**config.mk**
```make
export PLATFORM = sky130hd
export DESIGN_NAME = mul_div_unit_flat
export DESIGN_NICKNAME = d
export VERILOG_FILES = /design/src/rtl/mul_div_unit_if.sv /design/src/rtl/mul_div_unit.sv /design/src/flat_wrapper.sv
export SDC_FILE = /design/constraint.sdc
export NUM_CORES = 1
export LEC_CHECK = 0
export BUFFER_PORTS_ARGS = -buffer_cell sky130_fd_sc_hd__buf_2
export CAP_MARGIN = 10
export CORE_MARGIN = 3
export CORE_UTILIZATION = 45
export CTS_CLUSTER_SIZE = 40
export DETAILED_ROUTE_END_ITERATION = 8
export HOLD_SLACK_MARGIN = 0.03
export PLACE_DENSITY_LB_ADDON = 0.25
export SKIP_CTS_REPAIR_TIMING = 1
export SYNTH_ARGS = -nofsm -noshare
export SYNTH_HDL_FRONTEND = slang
export SYNTH_SLANG_ARGS = --single-unit
```
**constraint.sdc**
```tcl
create_clock -name clk -period 8.9 [get_ports clk]
set_input_delay 1.78 -clock clk [delete_from_list [all_inputs] [get_ports clk]]
set_output_delay 1.78 -clock clk [all_outputs]
set_load 0.1 [all_outputs]
```
**src/rtl/mul_div_unit_if.sv**
```systemverilog
// Handshake and result bus for the iterative multiply/divide unit.
// The master side issues operations and HI/LO writes; the slave side returns status and results.
interface mul_div_unit_if #(
  parameter int WIDTH = 32
);
  logic             start;
  logic             op;
  logic             sign;
  logic [WIDTH-1:0] in1;
  logic [WIDTH-1:0] in2;
  logic             hi_we;
  logic             lo_we;
  logic [WIDTH-1:0] wdata;
  logic             busy;
  logic             done;
  logic             div_zero;
  logic [WIDTH-1:0] hi;
  logic [WIDTH-1:0] lo;

  modport master (
    output start, op, sign, in1, in2, hi_we, lo_we, wdata,
    input  busy, done, div_zero, hi, lo
  );

  modport slave (
    input  start, op, sign, in1, in2, hi_we, lo_we, wdata,
    output busy, done, div_zero, hi, lo
  );
endinterface

```
**src/rtl/mul_div_unit.sv**
```systemverilog
// Iterative shift-add multiplier / restoring divider with HI/LO result registers.
// One step per cycle for WIDTH cycles on operand magnitudes, then a single sign-fix cycle.
module mul_div_unit #(
  parameter int WIDTH = 32
) (
  input logic            clk,
  input logic            reset,
  mul_div_unit_if.slave  bus
);
  localparam int CNT_W = $clog2(WIDTH + 1);

  typedef enum logic [1:0] {IDLE, RUN, FIX, DZ} state_e;

  state_e               state_q, state_d;
  logic [CNT_W-1:0]     cnt_q, cnt_d;
  logic                 done_q, done_d;
  logic                 dz_q, dz_d;
  logic [WIDTH-1:0]     hi_q, hi_d;
  logic [WIDTH-1:0]     lo_q, lo_d;

  // Working registers: acc holds {partial product, multiplier} or {remainder, quotient}
  logic [WIDTH-1:0]     b_q, b_d;
  logic [2*WIDTH-1:0]   acc_q, acc_d;
  logic                 op_q, op_d;
  logic                 neg_q, neg_d;
  logic                 neg_rem_q, neg_rem_d;

  logic [WIDTH:0]       shifted;
  logic [WIDTH:0]       diff;
  logic [WIDTH:0]       mul_sum;
  logic [2*WIDTH-1:0]   prod_fix;

  function automatic logic [WIDTH-1:0] cneg_w(input logic signed [WIDTH-1:0] x, input logic neg);
    return neg ? -x : x;
  endfunction

  function automatic logic [2*WIDTH-1:0] cneg_2w(input logic signed [2*WIDTH-1:0] x, input logic neg);
    return neg ? -x : x;
  endfunction

  always_comb begin
    state_d   = state_q;
    cnt_d     = cnt_q;
    done_d    = 1'b0;
    dz_d      = dz_q;
    hi_d      = hi_q;
    lo_d      = lo_q;
    b_d       = b_q;
    acc_d     = acc_q;
    op_d      = op_q;
    neg_d     = neg_q;
    neg_rem_d = neg_rem_q;

    shifted  = acc_q[2*WIDTH-1:WIDTH-1];
    diff     = shifted - {1'b0, b_q};
    mul_sum  = {1'b0, acc_q[2*WIDTH-1:WIDTH]} + (acc_q[0] ? {1'b0, b_q} : {(WIDTH+1){1'b0}});
    prod_fix = cneg_2w(acc_q, neg_q);

    case (state_q)
      IDLE: begin
        if (bus.hi_we) hi_d = bus.wdata;
        if (bus.lo_we) lo_d = bus.wdata;
        if (bus.start) begin
          op_d      = bus.op;
          neg_d     = bus.sign & (bus.in1[WIDTH-1] ^ bus.in2[WIDTH-1]);
          neg_rem_d = bus.sign & bus.in1[WIDTH-1];
          b_d       = cneg_w(bus.in2, bus.sign & bus.in2[WIDTH-1]);
          acc_d     = {{WIDTH{1'b0}}, cneg_w(bus.in1, bus.sign & bus.in1[WIDTH-1])};
          cnt_d     = '0;
          dz_d      = 1'b0;
          state_d   = (bus.op && (bus.in2 == '0)) ? DZ : RUN;
        end
      end
      RUN: begin
        if (op_q) begin
          // Restoring step: keep the shifted remainder when the trial subtract borrows
          acc_d = diff[WIDTH] ? {shifted[WIDTH-1:0], acc_q[WIDTH-2:0], 1'b0}
                              : {diff[WIDTH-1:0], acc_q[WIDTH-2:0], 1'b1};
        end else begin
          acc_d = {mul_sum, acc_q[WIDTH-1:1]};
        end
        cnt_d = cnt_q + CNT_W'(1);
        if (cnt_q == CNT_W'(WIDTH - 1)) state_d = FIX;
      end
      FIX: begin
        if (op_q) begin
          lo_d = cneg_w(acc_q[WIDTH-1:0], neg_q);
          hi_d = cneg_w(acc_q[2*WIDTH-1:WIDTH], neg_rem_q);
        end else begin
          hi_d = prod_fix[2*WIDTH-1:WIDTH];
          lo_d = prod_fix[WIDTH-1:0];
        end
        done_d  = 1'b1;
        state_d = IDLE;
      end
      DZ: begin
        done_d  = 1'b1;
        dz_d    = 1'b1;
        state_d = IDLE;
      end
      default: state_d = IDLE;
    endcase
  end

  always_ff @(posedge clk) begin
    if (reset) begin
      state_q <= IDLE;
      cnt_q   <= '0;
      done_q  <= 1'b0;
      dz_q    <= 1'b0;
      hi_q    <= '0;
      lo_q    <= '0;
    end else begin
      state_q <= state_d;
      cnt_q   <= cnt_d;
      done_q  <= done_d;
      dz_q    <= dz_d;
      hi_q    <= hi_d;
      lo_q    <= lo_d;
    end
  end

  always_ff @(posedge clk) begin
    b_q       <= b_d;
    acc_q     <= acc_d;
    op_q      <= op_d;
    neg_q     <= neg_d;
    neg_rem_q <= neg_rem_d;
  end

  assign bus.busy     = (state_q != IDLE);
  assign bus.done     = done_q;
  assign bus.div_zero = dz_q;
  assign bus.hi       = hi_q;
  assign bus.lo       = lo_q;
endmodule

```
**src/flat_wrapper.sv**
```systemverilog
// flat-port wrapper written by rule: the top's interface ports become plain ports
module mul_div_unit_flat 
#(
  parameter int WIDTH = 32
)
  (clk, reset, bus_start, bus_op, bus_sign, bus_in1, bus_in2, bus_hi_we, bus_lo_we, bus_wdata, bus_busy, bus_done, bus_div_zero, bus_hi, bus_lo);
  mul_div_unit_if #(.WIDTH(WIDTH)) bus_i ();
  input logic clk;
  input logic reset;
  input wire logic [$bits(bus_i.start)-1:0] bus_start;
  input wire logic [$bits(bus_i.op)-1:0] bus_op;
  input wire logic [$bits(bus_i.sign)-1:0] bus_sign;
  input wire logic [$bits(bus_i.in1)-1:0] bus_in1;
  input wire logic [$bits(bus_i.in2)-1:0] bus_in2;
  input wire logic [$bits(bus_i.hi_we)-1:0] bus_hi_we;
  input wire logic [$bits(bus_i.lo_we)-1:0] bus_lo_we;
  input wire logic [$bits(bus_i.wdata)-1:0] bus_wdata;
  output wire logic [$bits(bus_i.busy)-1:0] bus_busy;
  output wire logic [$bits(bus_i.done)-1:0] bus_done;
  output wire logic [$bits(bus_i.div_zero)-1:0] bus_div_zero;
  output wire logic [$bits(bus_i.hi)-1:0] bus_hi;
  output wire logic [$bits(bus_i.lo)-1:0] bus_lo;
  assign bus_i.start = bus_start;
  assign bus_i.op = bus_op;
  assign bus_i.sign = bus_sign;
  assign bus_i.in1 = bus_in1;
  assign bus_i.in2 = bus_in2;
  assign bus_i.hi_we = bus_hi_we;
  assign bus_i.lo_we = bus_lo_we;
  assign bus_i.wdata = bus_wdata;
  assign bus_busy = bus_i.busy;
  assign bus_done = bus_i.done;
  assign bus_div_zero = bus_i.div_zero;
  assign bus_hi = bus_i.hi;
  assign bus_lo = bus_i.lo;
  mul_div_unit #(.WIDTH(WIDTH)) u_core (.clk(clk), .reset(reset), .bus(bus_i));
endmodule
```
# [Word-level counts from Yosys, hierarchy flattened]
# Index checks and enable logic that the tools add are counted.
[totals] output_inout_bits=67 word_cells=70 in_bits=103 register_bits=173
[classes] bitwise=4 reduce_logical=14 muxes=25 addsub=8 eq_ne=8
[op_table] cell="$mux W32" n=9
[op_table] cell="$mux W64" n=4
[op_table] cell="$neg A32 Y32" n=4
[op_table] cell="$pmux W32 S2" n=2
[op_table] cell="$pmux W64 S2" n=1
[op_table] cell="$neg A64 Y64" n=1
[op_table] cell="$add A32 B33 Y33" n=1
[op_table] cell="$sub A33 B32 Y33" n=1
[op_table] cell="$logic_not A32 Y1" n=1
[op_table] cell="$pmux W6 S2" n=1
[op_table] cell="$reduce_and A2 Y1" n=6
[op_table] cell="$reduce_bool A2 Y1" n=4
[op_table] cell="$add A6 B1 Y6 const B" n=1
[op_table] cell="$eq A6 B5 Y1 const B" n=1
[op_table] cell="$mux W2" n=3
[op_table] cell="$mux W6" n=1
[op_table] cell="$ne A2 B2 Y1 const B" n=3
[op_table] cell="$pmux W2 S3" n=1
[op_table] cell="$eq A2 B2 Y1 const B" n=2
[op_table] cell="$and A1 B1 Y1" n=3
[op_table] cell="$eq A2 B1 Y1 const B" n=1
[op_table] cell="$logic_not A2 Y1" n=1
[op_table] cell="$mux W1" n=2
[op_table] cell="$ne A2 B1 Y1 const B" n=1
[op_table] cell="4 further kinds" n=4

# [Depth between registers and ports, before layout]
# Gate-level depths: netlist of run 1.
[logic_depth] ltp_word=5 depth_mapped=14 mapped_depth_nobuf=12

# [Least setup slack after synthesis of run 1]
# Ideal clock, no wire load.
[synth_timing] path_kind="input to register" startpoint="input bus_start" endpoint="register u_core.acc_q[0], enable pin" t_arrival_ps=5050 setup_time_ps=418 path_buffers=0 path_slack_ps=3432 path_stages=4 required_time_ps=8482 cell_sequence="nand2b_1 nor2_1 nor2_1 inv_1"
[synth_via] elab_chain_len=2
[synth_rtl] element="start, declared" line_no="flat_wrapper.sv:10" rtl="input wire logic [$bits(bus_i.start)-1:0] bus_start;"
[synth_rtl] element="$ne A2 B2 Y1 (no source line)"
[synth_rtl] element="$reduce_and A2 Y1 (no source line)"
[synth_rtl] element="end signal, assigned" line_no="mul_div_unit.sv:125" rtl="acc_q <= acc_d;"
[synth_rtl] element="end, declared" line_no="mul_div_unit.sv:23" rtl="logic [2*WIDTH-1:0] acc_q, acc_d;"
# Every way passes these cells.
# A chain may end at the register's enable or synchronous reset.

# [Worst setup path after layout of run 1]
[layout_timing] startpoint="register u_core.acc_q[31]" endpoint="register u_core.acc_q[61], data pin"
[layout_via] elab_chain_len=4
[layout_rtl] element="$sub A33 B32 Y33" line_no="mul_div_unit.sv:55" rtl="diff = shifted - {1'b0, b_q};"
[layout_rtl] element="$mux W64" line_no="mul_div_unit.sv:77" rtl="acc_d = diff[WIDTH] ? {shifted[WIDTH-1:0], acc_q[WIDTH-2:0], 1'b0}"
[layout_rtl] element="$mux W64" line_no="mul_div_unit.sv:75" rtl="if (op_q) begin"
[layout_rtl] element="$pmux W64 S2" line_no="mul_div_unit.sv:59" rtl="case (state_q)"
# Every way passes these cells.

==> results of run 1 <==
==> path summary, 6_finish.rpt <==
kind / to / slack (ns) / depth (start not counted)
setup / recovery: u_core.acc_q[61] / 4.60 / 12
hold / removal: u_core.bus.hi[1] / 0.46 / 2
setup reg to reg: u_core.acc_q[61] / 4.60 / 12
hold reg to reg: u_core.bus.hi[1] / 0.46 / 2
==> power breakdown <==
group / leakage [uW] / internal (uW) / switching (uW)
registers: 0.00158 / 971 / 154
clock network: 0.000281 / 375 / 380
logic: 0.00466 / 494 / 955
==> flip-flops by register name, indices dropped and copies added, names as in the netlist <==
name                 flops
u_core.b_q              32
u_core.bus.lo           32
u_core.op_q              1
u_core.bus.div_zero      1
u_core.bus.done          1
u_core.state_q           2
u_core.acc_q            64
u_core.neg_q             1
u_core.cnt_q             6
u_core.neg_rem_q         1
u_core.bus.hi           32
==> synth_stat cells (all sizes together) (42+ instances only) <==
cell	count
a211oi	46
a21oi	191
clkbuf	74
dfxtp	74
edfxtp	99
ha	69
inv	60
mux2i	56
nand2	129
nand3	42
nor2	238
o21ai	84
xnor2	67
xor2	104
==> worst max-delay path, cell delays in order (launching register included) <==
cell	delay (ns)
edfxtp_1	0.46
inv_1	0.19
ha_1	0.24
fa_1	0.24
nor2b_1	0.08
o31ai_1	0.30
a21oi_1	0.21
o21ai_0	0.41
nand2_1	0.13
o311ai_2	0.38
and2_2	0.93
o22ai_1	0.13
or2_2	0.33
==> area by class of cell <==
| cell class | instances | share of cell area, % |
|---|---|---|
| clock buffers | 18 | 2.75 |
| multi-input cells | 1385 | 57.2 |
| repair buffers | 181 | 6.00 |
| well taps | 390 | 3.13 |
| inverters | 60 | 1.44 |
| clock inverters | 14 | 0.938 |
| flip-flops and latches | 173 | 28.5 |
==> cells by family after synthesis <==
| group | synth area share [%] |
|---|---|
| AND/OR/NAND/NOR | 20.1 |
| XOR/XNOR | 10.7 |
| adder cells (fa/ha/maj) | 6.47 |
| multiplexers | 4.23 |
| flip-flops | 31.9 |
| AO/OA/AOI/OAI | 22.2 |
| buffers and inverters | 4.33 |
==> metal layers <==
metal	part of all wire [%]	vias up	global-route usage [%]	wire length [microns]
li1	-	6471	-	-
met1	46	6353	37.1	20100
met2	44	598	38.8	19400
met3	8.5	57	5.58	3760
met4	1.9	0	6.76	836
met5	0	-	0	0
==> per-stage QoR <==
| step | area (sq um) | power (uW) | hold slack (ns) | utilization, % | setup WS (ns) |
|---|---|---|---|---|---|
| floorplan | 14000 | 2190 | 0.483 | - | 3.43 |
| global placement | 15000 | 2540 | 0.443 | 49.9 | 4.27 |
| detailed placement | 15000 | 2560 | 0.454 | 49.9 | 4.23 |
| CTS | 15600 | 3300 | 0.464 | 51.8 | 4.68 |
| global route | 15600 | 3500 | 0.476 | 51.8 | 4.17 |
| finish | 15600 | 3330 | 0.459 | 51.8 | 4.60 |
==> results_dict.tcl, run 1 <==
set metrics [dict create \
    status "completed" \
    syn2layout_area_growth_pct 11.9 \
    seq_area_frac_synth_pct 31.9 \
    clockBufferDepth 2 \
    maxCapViolCount 0 \
    cts_tree "done" \
    firstDrtPassIters 5 \
    synth_top_cell_area_share_pct 21.3 \
    die_area_sq_um 33200 \
    vdd_drop_max_v 0.000131 \
    power.leakage_uw 0.00653 \
    synth_area_sq_um 14000 \
    num_vias 13500 \
    worstSetupStartpoint "u_core.acc_q[31]" \
    multi_input_area_sq_um 8930 \
    syn_inst 1710 \
    relSlewSlack_pct 29.5 \
    post-route-drc-count 0 \
    die_h_microns 182 \
    synth_cell_type_count 76 \
    powerDensity_nw_per_um2 213 \
    rr_startpoint "u_core.acc_q[31]" \
    critPathKind "flop to flop" \
    ant_nets 0 \
    worstPathMaxFanout 38 \
    dp_cells 2189 \
    antenna_found_initial 0 \
    dp_hpwl_microns 33600 \
    ys_seq_elements 173 \
    place.port_buffers 169 \
    skew_ns 0.0176 \
    row_count 63 \
    fin_crit_ns 4.30 \
    fin_crit_sh_pct 48.3 \
    grt.total_usage_pct 25.6 \
    synth_flop_cell "edfxtp_1" \
    most-common-layout-cells "236 x nor2_1, 191 x a21oi_1, 169 x buf_2, 128 x nand2_1, 104 x xor2_1" \
    crit_required_ns 9.09 \
    fillers 2898 \
    grt_max_degree 87 \
    crit_arrival_ns 4.49 \
    overflow 0 \
    via_per_inst 6.07 \
    cts.htree.levels 4 \
    setup_viol 0 \
    grt_pass1_vias 12300 \
    hold_viol_final 0 \
    async_flop_share_pct 0 \
    start_util_pct 46.3 \
    drt_iter0_drc 1228 \
    finalSetupTns_ns 0 \
    drive_above_1_share_pct 13.6 \
    clk_latency_ns 0.45 \
    routedWlPerCell_microns 19.9 \
    fmax_mhz 233 \
    synthesis.nets 1884 \
    n_antenna_cell 0 \
    layout_commonest_cell "nor2_1" \
    synthTopCellsByArea "edfxtp_1 21%, dfxtp_1 11%, a21oi_1 6.9%" \
    yosys.area.top_type "edfxtp_1" \
    hold_class "flop to flop" \
    place_congestion 0.966 \
    die_w_microns 182 \
    start_kind "flop" \
    register_area_sq_um 4450 \
    wl_microns 44100 \
    end_kind "flop" \
    ys_warn_count 0 \
    coreArea_sq_um 30100 \
    cts.sinks 173 \
    fin_cells 2221 \
    cts_buffers 17 \
    slew_viol_final 0 \
    worst_slew_pin_slew_ns 1.06 \
    nets 1992 \
    cts-root-buf "clkbuf_16" \
    clkTransAtPathRegs_ns 0.07 \
    rsz0062_at_grt "false" \
    avgSynthCellArea_sq_um 8.16 \
    ioPinCount 170 \
    min_from "u_core.bus.hi[1]" \
    synth_edf_count 99 \
    grt_first_pass_wirelength_microns 68300 \
]
(Power assumes the default switching activity.)
==> run 2: changes to the inputs <==
==> constraint.sdc (replaced) <==
create_clock -name clk -period 3.59 [get_ports clk]
set_input_delay 0.718 -clock clk [delete_from_list [all_inputs] [get_ports clk]]
set_output_delay 0.718 -clock clk [all_outputs]
set_load 0.1 [all_outputs]
==> run 2 against run 1 <==
  * Critical path depth unchanged
  * Largest cell class unchanged
  * Register-to-register slack got worse by 4.5 ns
  * Final cell count increased by 3.7%
==> results_dict.tcl, run 2 (synthesized netlist as in run 1, its figures left out) <==
set metrics [dict create \
    row_count 63 \
    cts_tree "done" \
    drive_above_1_share_pct 17.8 \
    cp-endpoint "u_core.acc_q[61]" \
    overflow 0 \
    dpl_cell_area_sq_um 15700 \
    fmax_mhz 284 \
    dp_hpwl_microns 35600 \
    wl_met2_microns 20000 \
    skew_ns 0.0188 \
    place_congestion 0.994 \
    critical_path.most_common_cell "buf_4" \
    end_kind "flop" \
    powerDensity_nw_per_um2 525 \
    most-common-layout-cells "236 x nor2_1, 189 x a21oi_1, 169 x buf_2, 128 x nand2_1, 104 x xor2_1" \
    timing.rr.end "u_core.acc_q[61]" \
    cts.sinks 173 \
    largest_register "u_core.acc_q" \
    n_antenna_cell 0 \
    max_stage_delay_ns 0.47 \
    worstRegToRegCells 12 \
    antenna_found_initial 1 \
    crit_slowest_cell "edfxtp_1" \
    rrSetupSlack_ns 0.07 \
    die_h_microns 182 \
    post-route-drc-count 0 \
    ioPinCount 170 \
    crit_arrival_ns 3.71 \
    grt_first_pass_wirelength_microns 70100 \
    worstPathMaxFanout 4 \
    setup_viol 0 \
    grt.total_usage_pct 26.4 \
    hold_class "primary input to flop" \
    post-place-ws_ns 0.0936 \
    power.leakage_uw 0.00695 \
    maxCapViolCount 0 \
    met1_length_microns 20900 \
    post-route-cell-area_sq_um 16300 \
    critPathKind "flop to flop" \
    fin_crit_sh_pct 98.1 \
    status "completed" \
    rsz0062_at_grt "true" \
    start_util_pct 46.3 \
    min_from "bus_op" \
    num_vias 13800 \
    slew_viol_final 0 \
    die_area_sq_um 33200 \
    clk_latency_ns 0.45 \
    layout_commonest_cell "nor2_1" \
    finalWorstSetupSlack_ns 0.0688 \
    utilization_pct 54.2 \
    vdd_drop_max_v 0.000341 \
    path_cells "ha_1 -> nor2b_1 -> o31a_1 -> o21ai_0 -> o2111ai_1 -> a31oi_1 -> buf_4 -> nor3_1 -> nor4_1 -> buf_4 -> mux2i_1 -> or2_2" \
    rr_startpoint "u_core.acc_q[32]" \
    grt_max_degree 64 \
    dr_wl_met3_microns 3860 \
    top_layer "met5" \
    largest_register_ffs 64 \
    coreArea_sq_um 30100 \
    die_w_microns 182 \
    cts-root-buf "clkbuf_16" \
    place.port_buffers 169 \
    syn2layout_area_growth_pct 17.0 \
    cts.htree.levels 4 \
    clockBufferDepth 2 \
    clkTransAtPathRegs_ns 0.09 \
    cts_buffers 17 \
    routedWlPerCell_microns 19.8 \
    start_kind "flop" \
    firstDrtPassIters 6 \
    worstSetupStartpoint "u_core.acc_q[32]" \
    grt_pass1_vias 12500 \
    hold_viol_final 0 \
    finalSetupTns_ns 0 \
    nets 2075 \
    wl_microns 45600 \
    fin_crit_ns 3.52 \
    drt_iter0_drc 1453 \
    crit_required_ns 3.78 \
    ant_nets 0 \
    relSlewSlack_pct 41.5 \
    via_per_inst 5.99 \
    fin_hold_ws_ns 0.462 \
    worst_slew_pin_slew_ns 0.875 \
]
-- run 2: critical path, delay by kind of cell, from the launching register on --
kind	cells	cell delay [ns]
flip-flops	1	0.47
AND/OR/NAND/NOR	4	0.78
buffers and inverters	2	0.34
multiplexers	1	0.09
adder cells (fa/ha/maj)	1	0.33
AO/OA/AOI/OAI	4	1.24
-- run 2: cell type report --
type / count / area [sq um]
fillers: 2800 / 13800
multi-input cells: 1385 / 8970
flip-flops and latches: 173 / 4450
repair buffers: 264 / 1610
well taps: 390 / 488
clock buffers: 18 / 429
inverters: 60 / 229
clock inverters: 14 / 145
-- run 2: routing by layer --
metal | vias to the layer above | GRT usage, %
met5 | - | 0
met1 | 6436 | 39.5
met4 | 2 | 6.58
li1 | 6650 | -
met3 | 57 | 3.35
met2 | 659 | 40.3
-- run 2: power by group --
| part | total, uW | switching (uW) | internal (uW) |
|---|---|---|---|
| Combinational | 4060 | 2610 | 1450 |
| Sequential | 2650 | 248 | 2400 |
| Clock | 1870 | 935 | 930 |
| Total | 8570 | 3790 | 4780 |
-- run 2: worst min path at each step --
stage                   endpoint  slack [ns]  cells past startpoint
3_3_place_gp   u_core.bus.lo[27]        0.44                      2
5_1_grt              u_core.op_q        0.46                      1
2_1_floorplan    u_core.cnt_q[3]        0.48                      1
6_report             u_core.op_q        0.46                      1
4_1_cts              u_core.op_q        0.45                      1
3_5_place_dp   u_core.bus.lo[24]        0.45                      2
-- run 2: through the flow --
| stage | total power, uW | cells |
|---|---|---|
| 6_report | 8570 | 2304 |
| 5_1_grt | 8990 | 2304 |
| 4_1_cts | 8490 | 2304 |
| 3_5_place_dp | 6630 | 2272 |
| 3_3_place_gp | 6580 | 2272 |
| 2_1_floorplan | 5420 | 1710 |
==> run 3: changes to the inputs <==
--- a/config.mk
+++ b/config.mk
@@ -7,12 +7,12 @@
 export LEC_CHECK = 0
 export BUFFER_PORTS_ARGS = -buffer_cell sky130_fd_sc_hd__buf_2
 export CAP_MARGIN = 10
-export CORE_MARGIN = 3
 export CORE_UTILIZATION = 45
 export CTS_CLUSTER_SIZE = 40
 export DETAILED_ROUTE_END_ITERATION = 8
 export HOLD_SLACK_MARGIN = 0.03
 export PLACE_DENSITY_LB_ADDON = 0.25
+export REMOVE_ABC_BUFFERS = 1
 export SKIP_CTS_REPAIR_TIMING = 1
 export SYNTH_ARGS = -nofsm -noshare
 export SYNTH_HDL_FRONTEND = slang
==> run 3 against run 2 <==
  * Non-clock buffer count up 5
  * Via count up 1.4%
  * Total power about the same
  * Count of clock-buffer cells in the layout unchanged
  * Clock skew up 0.00083 ns
  * Largest power group unchanged
  * Wire length up 1.2%
  * Final cell count up 0.48%
  * Combinational power down 1%
  * Global-route usage up 2.6 points
  * Critical endpoint is now u_core.bus.hi[22]
  * Largest cell class unchanged
  * Clock power up 3%
  * Critical path depth down 3
  * Sequential power about the same
==> results_dict.tcl, run 3 (synthesized netlist as in run 1, its figures left out) <==
set metrics [dict create \
    status "completed" \
    holdPathEnd "u_core.op_q" \
    cts_tree "done" \
    cts_buffers 17 \
    skew_ns 0.0196 \
    clk_latency_ns 0.45 \
    hold_class "primary input to flop" \
    finalSetupTns_ns 0 \
    n_antenna_cell 0 \
    dp_hpwl_microns 35200 \
    fin_crit_sh_pct 96.1 \
    hold_viol_final 0 \
    antenna_found_initial 1 \
    die_h_microns 178 \
    layout_commonest_cell "nor2_1" \
    grt_max_degree 53 \
    timing.rr.end "u_core.bus.hi[22]" \
    die_area_sq_um 31700 \
    firstDrtPassIters 5 \
    syn2layout_area_growth_pct 17.6 \
    most-common-layout-cells "236 x nor2_1, 189 x a21oi_1, 169 x buf_2, 128 x nand2_1, 104 x xor2_1" \
    cts.sinks 173 \
    wl_microns 46100 \
    largest_register "u_core.acc_q" \
    largest_register_ffs 64 \
    maxCapViolCount 0 \
    rr_startpoint "u_core.acc_q[5]" \
    power.leakage_uw 0.00699 \
    rrSetupSlack_ns 0.14 \
    clockBufferDepth 2 \
    end_kind "flop" \
    worstPathMaxFanout 5 \
    drt_iter0_drc 1514 \
    crit_required_ns 3.94 \
    cts.htree.levels 4 \
    coreArea_sq_um 30500 \
    grt.total_usage_pct 29.0 \
    clkTransAtPathRegs_ns 0.08 \
    cts-root-buf "clkbuf_16" \
    fmax_mhz 290 \
    powerDensity_nw_per_um2 523 \
    grt_first_pass_wirelength_microns 71300 \
    dpl_cell_area_sq_um 15800 \
    fin_crit_ns 3.45 \
    nets 2080 \
    start_util_pct 45.7 \
    via_per_inst 6.05 \
    setup_viol 0 \
    worstRegToRegCells 9 \
    place.port_buffers 169 \
    die_w_microns 178 \
    slew_viol_final 0 \
    relSlewSlack_pct 27.4 \
    worst_slew_pin_slew_ns 1.09 \
    rsz0062_at_grt "true" \
    ioPinCount 170 \
    row_count 64 \
    place_congestion 0.939 \
    vdd_drop_max_v 0.000346 \
    start_kind "flop" \
    post-route-drc-count 0 \
    ant_nets 0 \
    crit_arrival_ns 3.80 \
    grt_pass1_vias 13000 \
    drive_above_1_share_pct 18.2 \
    critPathKind "flop to flop" \
    min_from "bus_op" \
    overflow 0 \
    num_vias 14000 \
    holdPathStages 1 \
    routedWlPerCell_microns 19.9 \
    post-route-cell-area_sq_um 16400 \
]
## run 3: cell types whose count changed in the layout (fill, tap and decap cells not counted), sizes merged
cell | previous run | this run
buf | 264 | 269
## run 3: stage by stage
step	setup slack, ns	utilization [%]	total power (uW)	instances	hold WS, ns
finish	0.138	53.8	8580	2315	0.451
global route	0.00357	53.8	8990	2315	0.446
CTS	0.0635	53.6	8510	2314	0.439
detailed placement	0.111	51.7	6580	2282	0.446
global placement	0.133	51.7	6530	2282	0.441
floorplan	-1.02	-	5370	1618	0.477
## run 3: how the worst max path moves through the flow
stage	start	endpoint	depth (start not counted)
after global routing	u_core.acc_q[0]	u_core.acc_q[62]	14
after floorplan	u_core.state_q[0]	u_core.acc_q[0]	3
after CTS	u_core.acc_q[5]	u_core.bus.hi[5]	8
final	u_core.acc_q[5]	u_core.bus.hi[22]	9
after detailed placement	u_core.acc_q[0]	u_core.acc_q[62]	14
after global placement	bus_in1[5]	u_core.acc_q[29]	10
## run 3: area by class of cell
class	instances	area (sq um)
clock buffer	18	450
fill	2905	14100
inverter	60	225
timing repair buffer	269	1660
clock inverter	14	139
multi-input combinational	1385	8990
tap	396	495
sequential	173	4450
## run 3: critical path, stage by stage, from the launching register on
cell and delay, ns:
edfxtp_1 0.49, or4_1 0.66, or4_4 0.54, nor4_4 0.26, nand4_1 0.22, nand2_1 0.18, a21oi_1 0.19, o41ai_2 0.35
xor2_1 0.16, a221oi_1 0.32
## run 3: power by group
| part | leakage, uW | total [uW] | switching, uW | internal (uW) |
|---|---|---|---|---|
| Clock | 0.000286 | 1930 | 964 | 966 |
| Combinational | 0.00512 | 4000 | 2560 | 1440 |
| Sequential | 0.00158 | 2650 | 245 | 2400 |
## run 3: routing by layer
layer | part of all wire (%) | GRT usage (%) | vias up
met3 | 6.7 | 3.56 | 72
met4 | 2.4 | 9.19 | 2
met1 | 45 | 40.2 | 6698
met2 | 46 | 46.7 | 578
met5 | 0.017 | 0 | -
li1 | - | - | 6646
